<file path="config.mk">
export PLATFORM = sky130hd
export DESIGN_NAME = tristate_bus_arbiter
export DESIGN_NICKNAME = d
export VERILOG_FILES = /design/src/rtl/tristate_arb_pkg.sv /design/src/rtl/tristate_rr_pick.sv /design/src/rtl/tristate_bus_arbiter.sv
export SDC_FILE = /design/constraint.sdc
export NUM_CORES = 1
export LEC_CHECK = 0
export BUFFER_PORTS_ARGS = -buffer_cell sky130_fd_sc_hd__buf_2
export CAP_MARGIN = 10
export CORE_ASPECT_RATIO = 0.9
export CORE_MARGIN = 10
export CORE_UTILIZATION = 50
export CTS_CLUSTER_SIZE = 10
export DETAILED_ROUTE_END_ITERATION = 12
export PLACE_DENSITY = 0.81
export SKIP_CTS_REPAIR_TIMING = 1
export SYNTH_ARGS = -nofsm -noshare
export SYNTH_HDL_FRONTEND = slang
export SYNTH_SLANG_ARGS = --single-unit
</file>
<file path="constraint.sdc">
create_clock -name clk -period 2.9 [get_ports clk]
set_input_delay 0.58 -clock clk [delete_from_list [all_inputs] [get_ports clk]]
set_output_delay 0.58 -clock clk [all_outputs]
set_load 0.005 [all_outputs]
</file>
<file path="src/rtl/tristate_arb_pkg.sv">
// Shared types and helpers for tristate bus arbiters.
package tristate_arb_pkg;

  typedef enum logic [1:0] {
    IDLE  = 2'd0,
    GRANT = 2'd1,
    TURN  = 2'd2
  } arb_state_e;

  localparam int DEF_MAX_HOLD    = 16;
  localparam int DEF_TURN_CYCLES = 1;

  // Index width that stays legal for a single requester.
  function automatic int idx_w(input int n);
    return (n > 1) ? $clog2(n) : 1;
  endfunction

endpackage

</file>
<file path="src/rtl/tristate_rr_pick.sv">
// Round-robin pick: rotate request vector by pointer, take lowest set bit, rotate back.
module tristate_rr_pick
  import tristate_arb_pkg::*;
#(
  parameter int N_REQ = 4
) (
  input  logic [N_REQ-1:0]        req,
  input  logic [idx_w(N_REQ)-1:0] ptr,
  output logic                    found,
  output logic [idx_w(N_REQ)-1:0] idx
);

  localparam int W = idx_w(N_REQ);
  localparam logic [W:0] N_VAL = (W+1)'(N_REQ);

  logic [N_REQ-1:0] rot;
  logic [W-1:0]     pos;
  logic [W:0]       sum;

  always_comb begin
    rot   = N_REQ'({req, req} >> ptr);
    found = |rot;
    pos   = '0;
    for (int i = N_REQ - 1; i >= 0; i--) begin
      if (rot[i]) pos = W'(i);
    end
    // Undo the rotation modulo N_REQ without a divider.
    sum = {1'b0, ptr} + {1'b0, pos};
    if (sum >= N_VAL) sum = sum - N_VAL;
    idx = sum[W-1:0];
  end

endmodule

</file>
<file path="src/rtl/tristate_bus_arbiter.sv">
// Round-robin tristate bus arbiter with tenure limit and turnaround gap between owners.
module tristate_bus_arbiter
  import tristate_arb_pkg::*;
#(
  parameter int N_REQ       = 4,
  parameter int MAX_HOLD    = DEF_MAX_HOLD,
  parameter int TURN_CYCLES = DEF_TURN_CYCLES
) (
  input  logic                    clk,
  input  logic                    reset,
  input  logic [N_REQ-1:0]        req,
  output logic [N_REQ-1:0]        grant,
  output logic [idx_w(N_REQ)-1:0] owner,
  output logic                    bus_busy
);

  localparam int OW = idx_w(N_REQ);
  localparam int HW = $clog2(MAX_HOLD + 1);
  localparam int TW = $clog2(TURN_CYCLES + 1);
  localparam logic [HW-1:0] HOLD_MAX  = HW'(MAX_HOLD);
  localparam logic [TW-1:0] TURN_LAST = TW'(TURN_CYCLES);
  localparam logic [OW-1:0] LAST_IDX  = OW'(N_REQ - 1);

  arb_state_e    state;
  logic [HW-1:0] hold_cnt;
  logic [TW-1:0] turn_cnt;
  logic [OW-1:0] ptr;
  logic [OW-1:0] ptr_next;
  logic          pick_found;
  logic [OW-1:0] pick_idx;
  logic          owner_req;
  logic          others_req;
  logic          release_now;

  function automatic logic [N_REQ-1:0] onehot(input logic [OW-1:0] i);
    return N_REQ'(1) << i;
  endfunction

  tristate_rr_pick #(
    .N_REQ(N_REQ)
  ) u_pick (
    .req  (req),
    .ptr  (ptr),
    .found(pick_found),
    .idx  (pick_idx)
  );

  always_comb begin
    owner_req   = req[owner];
    others_req  = |(req & ~onehot(owner));
    // Voluntary drop and forced release collapse into one TURN entry.
    release_now = !owner_req || ((hold_cnt == HOLD_MAX) && others_req);
    ptr_next    = (owner == LAST_IDX) ? '0 : owner + OW'(1);
  end

  always_ff @(posedge clk or negedge reset) begin
    if (!reset) begin
      state    <= IDLE;
      grant    <= '0;
      owner    <= '0;
      bus_busy <= 1'b0;
      hold_cnt <= '0;
      turn_cnt <= '0;
      ptr      <= '0;
    end else begin
      case (state)
        IDLE: begin
          if (pick_found) begin
            state    <= GRANT;
            grant    <= onehot(pick_idx);
            owner    <= pick_idx;
            bus_busy <= 1'b1;
            hold_cnt <= HW'(1);
          end
        end
        GRANT: begin
          if (release_now) begin
            state    <= TURN;
            grant    <= '0;
            ptr      <= ptr_next;
            turn_cnt <= TW'(1);
          end else if (hold_cnt != HOLD_MAX) begin
            hold_cnt <= hold_cnt + HW'(1);
          end
        end
        TURN: begin
          if (turn_cnt == TURN_LAST) begin
            if (pick_found) begin
              state    <= GRANT;
              grant    <= onehot(pick_idx);
              owner    <= pick_idx;
              hold_cnt <= HW'(1);
            end else begin
              state    <= IDLE;
              bus_busy <= 1'b0;
            end
          end else begin
            turn_cnt <= turn_cnt + TW'(1);
          end
        end
        default: begin
          state    <= IDLE;
          grant    <= '0;
          bus_busy <= 1'b0;
        end
      endcase
    end
  end

endmodule

</file>
# ---- Yosys cells after proc, flatten, opt, wreduce, memory -nomap -nowiden
# Cells that the tools add are included.
dict set report word_totals {
  regBits 17
  input_bits 6
  out_inout_bits 7
  wordCells 79
}
dict set report op_classes {
  n_addsub 5
  n_lt_le_gt_ge 2
  n_eq_ne 11
  shift 3
  mux 32
  bitwise_logic 3
  reduce_logical 16
}
# cell n
set op_table {}
lappend op_table {{2-bit two-way mux} 11}
lappend op_table {{5-bit two-way mux} 4}
lappend op_table {{5-bit one-hot mux with 3 select lines} 1}
lappend op_table {{4-bit two-way mux} 3}
lappend op_table {{2-bit != test (second input constant)} 6}
lappend op_table {{4-bit one-hot mux with 3 select lines} 1}
lappend op_table {{2-bit AND reduction} 4}
lappend op_table {{4-bit AND reduction} 2}
lappend op_table {{4-bit OR reduction} 2}
lappend op_table {{1-bit by 2-bit left shift with 4-bit output (first input constant)} 2}
lappend op_table {{8-bit by 2-bit >> shifter with 4-bit output} 1}
lappend op_table {{1-bit two-way mux} 7}
lappend op_table {{2-bit one-hot mux with 3 select lines} 1}
lappend op_table {{5-bit by 1-bit adder with 5-bit output (second input constant)} 1}
lappend op_table {{5-bit == test (second input constant)} 1}
lappend op_table {{5-bit != test (second input constant)} 1}
lappend op_table {{4-bit AND} 1}
lappend op_table {{2-bit == test (second input constant)} 2}
lappend op_table {{4-bit inverter} 1}
lappend op_table {{2-bit one-hot mux with 2 select lines} 1}
lappend op_table {{2-bit nonzero test} 2}
lappend op_table {{2-bit by 2-bit adder with 3-bit output} 1}
lappend op_table {{3-bit greater-or-equal comparator (second input constant)} 1}
lappend op_table {{2-bit by 3-bit < comparator with 1-bit output (second input constant)} 1}
lappend op_table {{14 further kinds} 14}

# ---- Logic depth before layout (Yosys ltp)
# Gate-level depths: netlist of the first run.
dict set report logic_depth {
  ltp_word 12
  depth_mapped 9
  ltp_nobuf 8
}

# ---- Hierarchy
# A second synthesis of the first run with hierarchy kept.
dict set report hier_totals {
  hier_cells 110
  hier_area_um2 1132.3
}
# mod instances cells_per_inst area_each_um2 seq_area_each_um2
set modules_own_cells {}
lappend modules_own_cells {tristate_bus_arbiter 1 87 952.2 425.4}
lappend modules_own_cells {tristate_rr_pick 1 23 180.2 0.0}

# ---- Worst setup path before layout of the first run
# Ideal clock, no wire load.
dict set report synth_timing {
  kind {input -> register}
  start {input req[0]}
  end {register grant[1]}
  setup_ns 0.090
  arrival_ns 2.240
  required_time_ns 2.810
  path_slack_ns 0.570
  stages 9
  path_buffers 1
  path_cell_list {buf_4 nor2_1 a221o_1 nand2_1 o221ai_1 ha_1 nor4b_1 nand2_1 o221ai_1}
}
dict set report synth_between {
  elab_chain_len 12
  word_cells_on_any_way 23
  cone_classes {2 x add/sub; 1 x order compare; 1 x eq/ne; 2 x shift; 10 x mux; 1 x bitwise; 6 x reduce/logical}
}
# element line_no
set synth_lines {}
lappend synth_lines {{from (decl)} tristate_bus_arbiter.sv:11} ;# input logic [N_REQ-1:0] req,
lappend synth_lines {{8-bit by 2-bit >> shifter with 4-bit output *} tristate_rr_pick.sv:21} ;# rot = N_REQ'({req, req} >> ptr);
lappend synth_lines {{2-bit two-way mux (3 in series)} tristate_rr_pick.sv:25} ;# if (rot[i]) pos = W'(i);
lappend synth_lines {{2-bit two-way mux *} tristate_rr_pick.sv:25}
lappend synth_lines {{2-bit by 2-bit adder with 3-bit output *} tristate_rr_pick.sv:28} ;# sum = {1'b0, ptr} + {1'b0, pos};
lappend synth_lines {{3-bit greater-or-equal comparator or 2-bit by 1-bit subtractor with 2-bit output (tied branches)} tristate_rr_pick.sv:29} ;# if (sum >= N_VAL) sum = sum - N_VAL;
lappend synth_lines {{2-bit two-way mux *} tristate_rr_pick.sv:29}
lappend synth_lines {{net pick_idx[0]} tristate_bus_arbiter.sv:30} ;# logic [OW-1:0] pick_idx;
lappend synth_lines {{1-bit by 2-bit left shift with 4-bit output *} tristate_bus_arbiter.sv:36} ;# return N_REQ'(1) << i;
lappend synth_lines {{4-bit two-way mux *} {tristate_bus_arbiter.sv:68, tristate_bus_arbiter.sv:88}}
lappend synth_lines {{4-bit two-way mux} tristate_bus_arbiter.sv:87} ;# if (turn_cnt == TURN_LAST) begin
lappend synth_lines {{4-bit one-hot mux with 3 select lines *} tristate_bus_arbiter.sv:66} ;# case (state)
lappend synth_lines {{to (signal assigned)} tristate_bus_arbiter.sv:70} ;# grant <= onehot(pick_idx);
lappend synth_lines {{to (signal assigned)} tristate_bus_arbiter.sv:90} ;# grant <= onehot(pick_idx);
lappend synth_lines {{to (decl)} tristate_bus_arbiter.sv:12} ;# output logic [N_REQ-1:0] grant,
# The timed path passes the listed nets; every way through them passes the cells marked *. The select of a mux whose other input is x is not followed.
# A chain may end at the register's enable or synchronous reset.

# ---- Worst setup path in the final report of the first run
dict set report layout_timing {
  start {register ptr[0]}
  end {register grant[0]}
}
dict set report layout_between {
  elab_chain_len 12
  word_cells_on_any_way 14
  cone_classes {2 x add/sub; 1 x order compare; 2 x shift; 8 x mux; 1 x reduce/logical}
}
# element line_no
set layout_lines {}
lappend layout_lines {{from (decl)} tristate_bus_arbiter.sv:27} ;# logic [OW-1:0] ptr;
lappend layout_lines {{from (signal assigned)} tristate_bus_arbiter.sv:80} ;# ptr <= ptr_next;
lappend layout_lines {{8-bit by 2-bit >> shifter with 4-bit output} tristate_rr_pick.sv:21}
lappend layout_lines {{2-bit two-way mux (4 in series)} tristate_rr_pick.sv:25}
lappend layout_lines {{2-bit by 2-bit adder with 3-bit output *} tristate_rr_pick.sv:28}
lappend layout_lines {{3-bit greater-or-equal comparator or 2-bit by 1-bit subtractor with 2-bit output (tied branches)} tristate_rr_pick.sv:29}
lappend layout_lines {{2-bit two-way mux *} tristate_rr_pick.sv:29}
lappend layout_lines {{net pick_idx[0]} tristate_bus_arbiter.sv:30}
lappend layout_lines {{1-bit by 2-bit left shift with 4-bit output *} tristate_bus_arbiter.sv:36}
lappend layout_lines {{4-bit two-way mux *} {tristate_bus_arbiter.sv:68, tristate_bus_arbiter.sv:88}}
lappend layout_lines {{4-bit two-way mux} tristate_bus_arbiter.sv:87}
lappend layout_lines {{4-bit one-hot mux with 3 select lines *} tristate_bus_arbiter.sv:66}
# Marks and branches as above.

==> results of run 1 <==
[state kept, by name, summed over array words and instances, names as in the netlist]
signal,count
hold_cnt,5
bus_busy,1
grant,4
turn_cnt,1
state,2
ptr,2
owner,2
[worst max path at each step]
stage / from / endpoint / cells after the start
detailed placement: req[0] / grant[0] / 9
global placement: req[0] / grant[0] / 9
finish: ptr[0] / grant[0] / 8
CTS: ptr[0] / grant[0] / 8
global route: ptr[0] / grant[0] / 8
floorplan: req[0] / grant[1] / 9
[report_power, final]
group	internal [mW]	leakage [nW]	switching [mW]
combinational	0.323	0.360	0.330
sequential	0.320	0.211	0.120
clock	0.0536	0.0150	0.0781
total	0.697	0.587	0.528
[through the flow]
| step | hold slack (ps) | total power, mW | utilization | worst slack (ps) | instance area, um^2 |
|---|---|---|---|---|---|
| after CTS | 202 | 1.23 | 0.543 | 548 | 1310 |
| final | 187 | 1.22 | 0.543 | 540 | 1310 |
| after global placement | 453 | 1.07 | 0.533 | 461 | 1280 |
| after floorplan | 284 | 0.950 | - | 570 | 1240 |
| after detailed placement | 470 | 1.10 | 0.533 | 340 | 1280 |
| after global routing | 193 | 1.34 | 0.543 | 242 | 1310 |
[cell usage after synthesis (2+ instances only)]
cell type	instances
and2_1	2
nand4_1	3
nand2b_1	5
buf_6	3
nor2_1	8
a21oi_1	5
dfrtp_1	17
clkbuf_1	3
o221ai_1	6
a21o_1	2
nor3_1	3
o21ai_0	3
mux2i_1	3
nor3b_1	3
ha_1	7
nand3_1	2
inv_1	10
o211ai_1	3
nand2_1	13
mux2_4	2
nor2b_1	4
buf_4	2
[routing by layer]
layer | share of wire | global-route usage
met5 | 0 | 0
met4 | 0.012 | 0.0355
met3 | 0.060 | 0.0439
met2 | 0.48 | 0.186
met1 | 0.45 | 0.127
[critical path, delay by kind of cell (launching register included)]
family	cells	cell delay, ps
and+or+nand+nor	4	780
DFF	1	550
adders and majority gates	1	300
AOI/OAI and AO/OA	3	640
[area by class of cell]
| class | instances | area (um^2) | area share |
|---|---|---|---|
| tap | 28 | 35.0 | 0.0268 |
| clock buffer | 4 | 26.3 | 0.0201 |
| multi-input combinational | 95 | 714 | 0.547 |
| timing repair buffer | 13 | 67.6 | 0.0517 |
| inverter | 10 | 37.5 | 0.0287 |
| sequential | 17 | 425 | 0.326 |
[cell families after synthesis]
| logic type | Yosys count | synth area share |
|---|---|---|
| simple gates | 50 | 0.229 |
| compound gates | 29 | 0.188 |
| xor+xnor | 2 | 0.0142 |
| fa+ha+maj | 7 | 0.0708 |
| buf+inv | 18 | 0.0789 |
| mux | 7 | 0.0758 |
| flops | 17 | 0.344 |
==> flow_summary_export.csv, run 1 <==
group,metric,value,unit
power,ir_drop,0.623,mV
setup_path,critical_path_required,3110,ps
setup_path,r2r_slack,540,ps
run,maxCapViolCount,0,
setup_path,r2r_end,"grant[0]",
clocking,cts_buffer_depth,2,
synth,synth_area_leaders,"dfrtp_1 (34%), ha_1 (7.1%), o221ai_1 (4.2%)",
synth,ys_ff_latch,17,
detailed_routing,dr.pass1.iters,4,
die,die_y,67.2,um
setup_path,worstRegToRegCells,8,
synth,synth_area_per_cell,9.52,um^2
die,die_area,4870,um^2
global_routing,grt_pass1_vias,972,
final_layout,layout-drive-gt1-share,0.158,
detailed_routing,postRouteWirelength,2.50,mm
die,fp.dieW,72.4,um
final_layout,final_common_cell,"dfrtp_1",
final_layout,n_fill_cell,226,
synth,netlist_area,1240,um^2
synth,synth_top_area_cell,"dfrtp_1",
setup_path,max_stage_delay,550,ps
die,start_util,0.515,
clocking,clock_sinks,17,
synth,synth_top_area_share,0.344,
final_layout,final_nets,153,
place,dp_hpwl,1.89,mm
synth,yosysSeqAreaShare,0.344,
final_layout,area_delta_synth_final,5.56,%
synth,synth_edf_count,0,
synth,synthCells,130,
clocking,root_buffer,"clkbuf_4",
timing,tightest_slew,500,ps
clocking,cts_made_buffers,3,
synth,yosysUniqueCellTypes,43,
global_routing,gr-total-overflow,0,
die,rows,17,
setup_path,crit_type,"reg2reg",
timing,fin_setup_tns,0,ps
detailed_routing,vias_per_cell,5.96,
final_layout,num_antenna_cells,0,
detailed_routing,postRouteAntennaNets,0,
timing,finalHoldViolations,0,
timing,drv_slew,0,
power,p_leak,0.587,nW
global_routing,grt_use_total,0.110,
final_layout,finalNonFillerCells,167,
global_routing,antenna_found_initial,0,
setup_path,arrival,2570,ps
clocking,htreeDepth,1,
setup_path,crit_fanout,12,
die,core,2400,um^2
timing,slew_headroom,0.664,
detailed_routing,drtIter0Drc,44,
clocking,clk_latency,290,ps
synth,synthFlopType,"dfrtp_1",
place,dp_cells,163,
synth,synth_warnings,0,
synth,syn_nets,143,
timing,worst_clock_skew,1.30,ps
global_routing,grt_max_degree,18,
power,power_density,938,nW/um^2
timing,finalCritPeriodShare,0.814,
synth,synth-async-reset-ratio,1.00,
place,gp_congestion,0.780,
die,io_pins,13,
setup_path,crit_slowest_cell,"dfrtp_1",
detailed_routing,routedWlPerCell,15.0,um
timing,setup_viol,0,
detailed_routing,num_vias,995,
worst_hold_path,hold_path_class,"in2async",
detailed_routing,drc,0,
run_status,status,"finished, final reports clean",
place,portBuffers,12,
clocking,path_clk_slew,100,ps
setup_path,cp_cell_sequence,"nor2_1 > a221o_1 > nand2_1 > o221ai_1 > ha_1 > nor4_1 > nand2_1 > o221ai_1",
setup_path,reg2reg_from,"ptr[0]",
clocking,cts_tree,"done",
setup_path,worst_setup_path_end_kind,"register",
timing,fin_crit,2360,ps
final_layout,layout_common_cells,"dfrtp_1 (17), nand2_1 (13), buf_2 (12)",
setup_path,crit_path_start_kind,"register",
timing,fmax,0.424,GHz
global_routing,grt_first_pass_wirelength,4.32,mm
timing,rsz0062_at_grt,"no",
(Power assumes the default switching activity.)
==> inputs of run 2 (changes only) <==
- ABC_AREA: default -> 1
- PLACE_DENSITY: 0.81 -> 0.85
- clock period: 2.9 -> 1.98 ns (I/O delays scaled with it)
==> run 2 against run 1 <==
Sequential power rose by 37%. Routed wire length down 1.6%. Largest cell class unchanged. Synthesized cell count increased by 22%. Largest power group unchanged. First-iteration DRC count is 110% higher. Non-clock buffer count unchanged. Sequential share of layout area increased by 0.67 points.
==> flow_summary_export.csv, run 2 <==
group,metric,value,unit
timing,tightest_slew,446,ps
final_layout,area_delta_synth_final,11.8,%
setup_path,arrival,2110,ps
final_layout,num_antenna_cells,0,
place,post-place-ws,-3.25,ps
synth,synth_area_leaders,"dfrtp_1 (37%), nand2_1 (18%), nand3_1 (8.3%)",
synth,synth_top_area_share,0.370,
clocking,root_buffer,"clkbuf_4",
timing,drv_slew,0,
setup_path,crit_type,"reg2reg",
detailed_routing,postRouteAntennaNets,0,
final_layout,layout_common_cells,"nand2_1 (52), nand3_1 (18), inv_1 (17)",
worst_hold_path,hold_path_class,"in2async",
power,swShare,0.511,
detailed_routing,vias_per_cell,5.20,
place,placed_cell_area,1220,um^2
synth,yosysSeqAreaShare,0.370,
power,pwr-share-clk,0.096,
timing,finalHoldViolations,0,
detailed_routing,routedWlPerCell,12.3,um
final_layout,largest_reg_flops,5,
global_routing,grt_first_pass_wirelength,3.91,mm
die,die_area,4620,um^2
synth,ys_ff_latch,17,
timing,holdWs,0.0328,ps
detailed_routing,postRouteWirelength,2.46,mm
place,portBuffers,12,
power,ir_drop,0.933,mV
clocking,clk_latency,300,ps
setup_path,worst_setup_path_end_kind,"register",
setup_path,critical_path_required,2170,ps
synth,syn_nets,171,
final_layout,final_nets,188,
synth,synthFlopType,"dfrtp_1",
synth,synth-async-reset-ratio,1.00,
detailed_routing,drc,0,
timing,fmax,0.522,GHz
final_layout,final_common_cell,"nand2_1",
power,p_leak,0.706,nW
place,dp_cells,196,
power,p_switching,1.03,mW
die,start_util,0.528,
clocking,htreeDepth,1,
place,gp_congestion,0.816,
global_routing,antenna_found_initial,0,
clocking,cts_made_buffers,3,
synth,synth_top_area_cell,"dfrtp_1",
synth,synth.most_common_cell,"nand2_1",
clocking,cts_buffer_depth,2,
synth,synth_common_cells,"nand2_1 (55), nand3_1 (19), inv_1 (18)",
timing,worst_clock_skew,6.24,ps
detailed_routing,dr.pass1.iters,4,
run,maxCapViolCount,0,
timing,setup_viol,0,
synth,synth_edf_count,0,
clocking,path_clk_slew,100,ps
global_routing,grt_pass1_vias,937,
final_layout,top_regs,"hold_cnt (5), grant (4)",
die,die_y,65.5,um
detailed_routing,drtIter0Drc,94,
synth,synth_warnings,0,
place,dp_hpwl,1.86,mm
clocking,cts_tree,"done",
synth,synth_area_per_cell,7.29,um^2
timing,fin_crit,1910,ps
final_layout,n_fill_cell,205,
synth,synthCells,158,
clocking,clock_sinks,17,
global_routing,gr-total-overflow,0,
synth,netlist_area,1150,um^2
setup_path,crit_fanout,7,
power,p_comb_frac,0.603,
die,io_pins,13,
die,fp.dieW,70.6,um
die,rows,16,
power,power_density,1560,nW/um^2
synth,yosysUniqueCellTypes,22,
global_routing,grt_use_total,0.101,
final_layout,layout-drive-gt1-share,0.224,
power,p_int,0.982,mW
power,p_seq_frac,0.301,
detailed_routing,num_vias,1046,
timing,finalCritPeriodShare,0.967,
final_layout,finish.instance_area,1290,um^2
global_routing,grt_max_degree,18,
run_status,status,"finished, final reports clean",
setup_path,crit_path_start_kind,"register",
timing,fin_setup_tns,0,ps
die,core,2180,um^2
timing,setup_ws,65.3,ps
timing,slew_headroom,0.702,
final_layout,finalNonFillerCells,201,
final_layout,largest_register,"hold_cnt",
setup_path,r2r_slack,70,ps
==> run 2: changes by cell type in the layout (fill, tap and decap cells not counted), sizes merged, moves of 4 or more <==
cell | before | now
nand2 | 13 | 59
nand3 | 2 | 19
inv | 10 | 23
o221ai | 6 | 0
nand2b | 5 | 0
nor2 | 8 | 12
nor2b | 4 | 0
==> run 2: layer usage <==
layer / vias to the layer above / part of all wire / global-route usage / wire [um]
met5: - / 0 / 0 / 0
met4: 0 / 0.018 / 0.0242 / 45
li1: 525 / - / - / -
met3: 9 / 0.054 / 0.0345 / 134
met2: 24 / 0.52 / 0.185 / 1270
met1: 488 / 0.41 / 0.109 / 1010
==> run 2: layout make-up <==
type,count,area (um^2),area share
clock buffers,4,26.3,0.0204
inverters,23,86.3,0.0671
multi-input cells,117,646,0.501
flip-flops and latches,17,428,0.332
well taps,27,33.8,0.0262
repair buffers,13,67.6,0.0525
==> run 2: critical path, stage by stage, from the launching register on <==
cell,delay (ps)
dfrtp_2,450
inv_2,80
nand2_2,80
nand3_1,100
nand2_1,120
nand3_1,100
a21boi_2,170
ha_2,200
xor2_2,160
inv_1,70
nand3_2,80
nand2_2,70
nand2_1,80
nand2_1,50
==> run 2: kinds of logic after synthesis <==
kind of cell | after synthesis | share of synthesized area
flip-flops | 17 | 0.370
buffers and inverters | 24 | 0.0924
AO/OA/AOI/OAI | 14 | 0.0685
XOR/XNOR | 3 | 0.0228
adder cells (fa/ha/maj) | 7 | 0.0761
AND/OR/NAND/NOR | 93 | 0.371
==> run 2: metrics by stage <==
step           total power [mW]   util
6_report                   2.01  0.590
5_1_grt                    2.22  0.590
4_1_cts                    1.92  0.573
3_5_place_dp               1.73  0.561
3_3_place_gp               1.68  0.561
2_1_floorplan              1.51      -
==> run 2: final timing paths <==
kind / from / depth (start not counted) / end
min: reset / 1 / turn_cnt
max in group asynchronous: reset / 1 / ptr[0]
min reg2reg: grant[3] / 2 / grant[3]
min in group clk: grant[3] / 2 / grant[3]
max reg2reg: ptr[0] / 13 / grant[2]
max: ptr[0] / 13 / grant[2]
==> run 2: power by group through the flow <==
stage          combinational [mW]  sequential (mW)  clock (mW)
3_3_place_gp                 1.09            0.593           0
4_1_cts                      1.13            0.593       0.198
5_1_grt                      1.38            0.620       0.214
2_1_floorplan               0.929            0.582           0
3_5_place_dp                 1.13            0.600           0
6_report                     1.21            0.604       0.193
==> inputs of run 3 (changes only) <==
- PLACE_DENSITY: 0.85 -> 0.82
- clock period: 1.98 -> 2.3 ns (I/O delays scaled with it)
==> run 3 against run 2 <==
Worst hold slack better by 59 ps. Worst setup slack better by 260 ps. Power is 17% lower. Non-clock buffer count is 1 lower. Design area is 2.7% lower.
==> flow_summary_export.csv, run 3 (synthesized netlist as in run 2, its figures left out) <==
group,metric,value,unit
run_status,status,"finished, final reports clean",
run,maxCapViolCount,0,
place,post-place-ws,273,ps
final_layout,largest_register,"hold_cnt",
setup_path,crit_type,"reg2reg",
timing,rsz0062_at_grt,"no",
setup_path,crit_fanout,7,
global_routing,grt_use_total,0.109,
die,die_area,4620,um^2
setup_path,arrival,2230,ps
clocking,htreeDepth,1,
setup_path,critPathTopFamily,"simple AND/OR/NAND/NOR gates",
place,portBuffers,12,
global_routing,grt_max_degree,18,
final_layout,num_antenna_cells,0,
global_routing,gr-total-overflow,0,
global_routing,grt_first_pass_wirelength,4.27,mm
setup_path,path_buf_inv,3,
global_routing,grt.met1_usage,0.112,
final_layout,layout-drive-gt1-share,0.168,
detailed_routing,drtIter0Drc,34,
clocking,clk_latency,300,ps
setup_path,r2r_end,"grant[0]",
die,fp.dieW,70.6,um
place,dp_hpwl,1.93,mm
die,die_y,65.5,um
die,start_util,0.528,
power,ir_drop,0.754,mV
detailed_routing,vias_per_cell,5.23,
setup_path,worst_setup_path_end_kind,"register",
detailed_routing,dr.pass1.iters,4,
clocking,cts_tree,"done",
setup_path,crit_path_start_kind,"register",
detailed_routing,drc,0,
setup_path,cp_cell_sequence,"inv_2 > nand2_1 > nand3_1 > nand2_1 > nand3_1 > a21boi_0 > ha_1 > xor2_1 > inv_1 > nand3_1 > nand2_1 > inv_1 > nand2_1 > nand2_1",
die,rows,16,
detailed_routing,postRouteAntennaNets,0,
global_routing,grt_use_met2,0.210,
detailed_routing,postRouteWirelength,2.44,mm
setup_path,worstRegToRegCells,14,
global_routing,grt_use_met3,0.0345,
global_routing,antenna_found_initial,0,
setup_path,r2r_slack,320,ps
clocking,clock_sinks,17,
setup_path,reg2reg_from,"ptr[0]",
power,p_leak,0.705,nW
global_routing,grt_pass1_vias,1053,
clocking,path_clk_slew,110,ps
clocking,root_buffer,"clkbuf_4",
final_layout,layout_common_cells,"nand2_1 (55), nand3_1 (19), inv_1 (18)",
setup_path,crit_slowest_cell,"dfrtp_1",
timing,setup_ws,323,ps
timing,tightest_slew,473,ps
timing,worst_clock_skew,13.8,ps
setup_path,cpMostUsedCell,"nand2_1",
timing,finalHoldViolations,0,
place,gp_congestion,0.805,
timing,fin_crit,1980,ps
die,core,2180,um^2
final_layout,top_regs,"hold_cnt (5), grant (4)",
clocking,cts_made_buffers,3,
die,io_pins,13,
timing,finalCritPeriodShare,0.860,
global_routing,top_usage_layer,"met2",
timing,fin_setup_tns,0,ps
final_layout,area_delta_synth_final,8.80,%
timing,setup_viol,0,
detailed_routing,routedWlPerCell,12.2,um
setup_path,critical_path_required,2550,ps
timing,drv_slew,0,
final_layout,final_common_cell,"nand2_1",
timing,fmax,0.506,GHz
detailed_routing,num_vias,1045,
final_layout,largest_reg_flops,5,
worst_hold_path,hold_path_class,"in2async",
timing,slew_headroom,0.684,
setup_path,max_stage_delay,470,ps
final_layout,final_nets,187,
clocking,cts_buffer_depth,2,
power,power_density,1330,nW/um^2
==> run 3: changes by cell type in the layout (fill, tap and decap cells not counted), moves of 2 or more <==
cell     delta
nand2_1     +3
nand2_2     -3
dfrtp_2     -2
dfrtp_1     +2
==> run 3: worst max path at each step <==
stage,from,to,slack (ps),cells after the start
global route,ptr[0],grant[0],80,14
global placement,req[1],owner[1],410,13
detailed placement,req[3],owner[1],270,13
floorplan,ptr[0],owner[1],610,13
CTS,ptr[0],owner[1],330,13
finish,ptr[0],grant[0],320,14
==> run 3: metal layers <==
metal / wire [um] / share of wire
met2: 1310 / 0.54
met4: 34 / 0.014
met3: 138 / 0.056
met5: 0 / 0
met1: 960 / 0.39
==> run 3: power by group <==
part	switching, mW	internal, mW
sequential	0.112	0.403
combinational	0.645	0.342
clock	0.0996	0.0648
total	0.856	0.810
==> run 3: stage by stage <==
stage          utilization  hold WS, ps  instance area (um^2)  total power, mW  cells
6_report             0.574         59.2                  1250             1.67    200
5_1_grt              0.574         82.0                  1250             1.86    200
4_1_cts              0.574         67.2                  1250             1.68    200
3_5_place_dp         0.561          405                  1220             1.51    196
3_3_place_gp         0.561          398                  1220             1.45    196
2_1_floorplan            -          164                  1150             1.30    158
==> run 3: area by class of cell <==
cell class	count	area [um^2]
Clock buffer	3	22.5
Clock inverter	1	5.00
Fill cell	207	930
Inverter	23	86.3
Multi-Input combinational cell	117	619
Sequential cell	17	425
Tap cell	27	33.8
Timing Repair Buffer	12	60.1
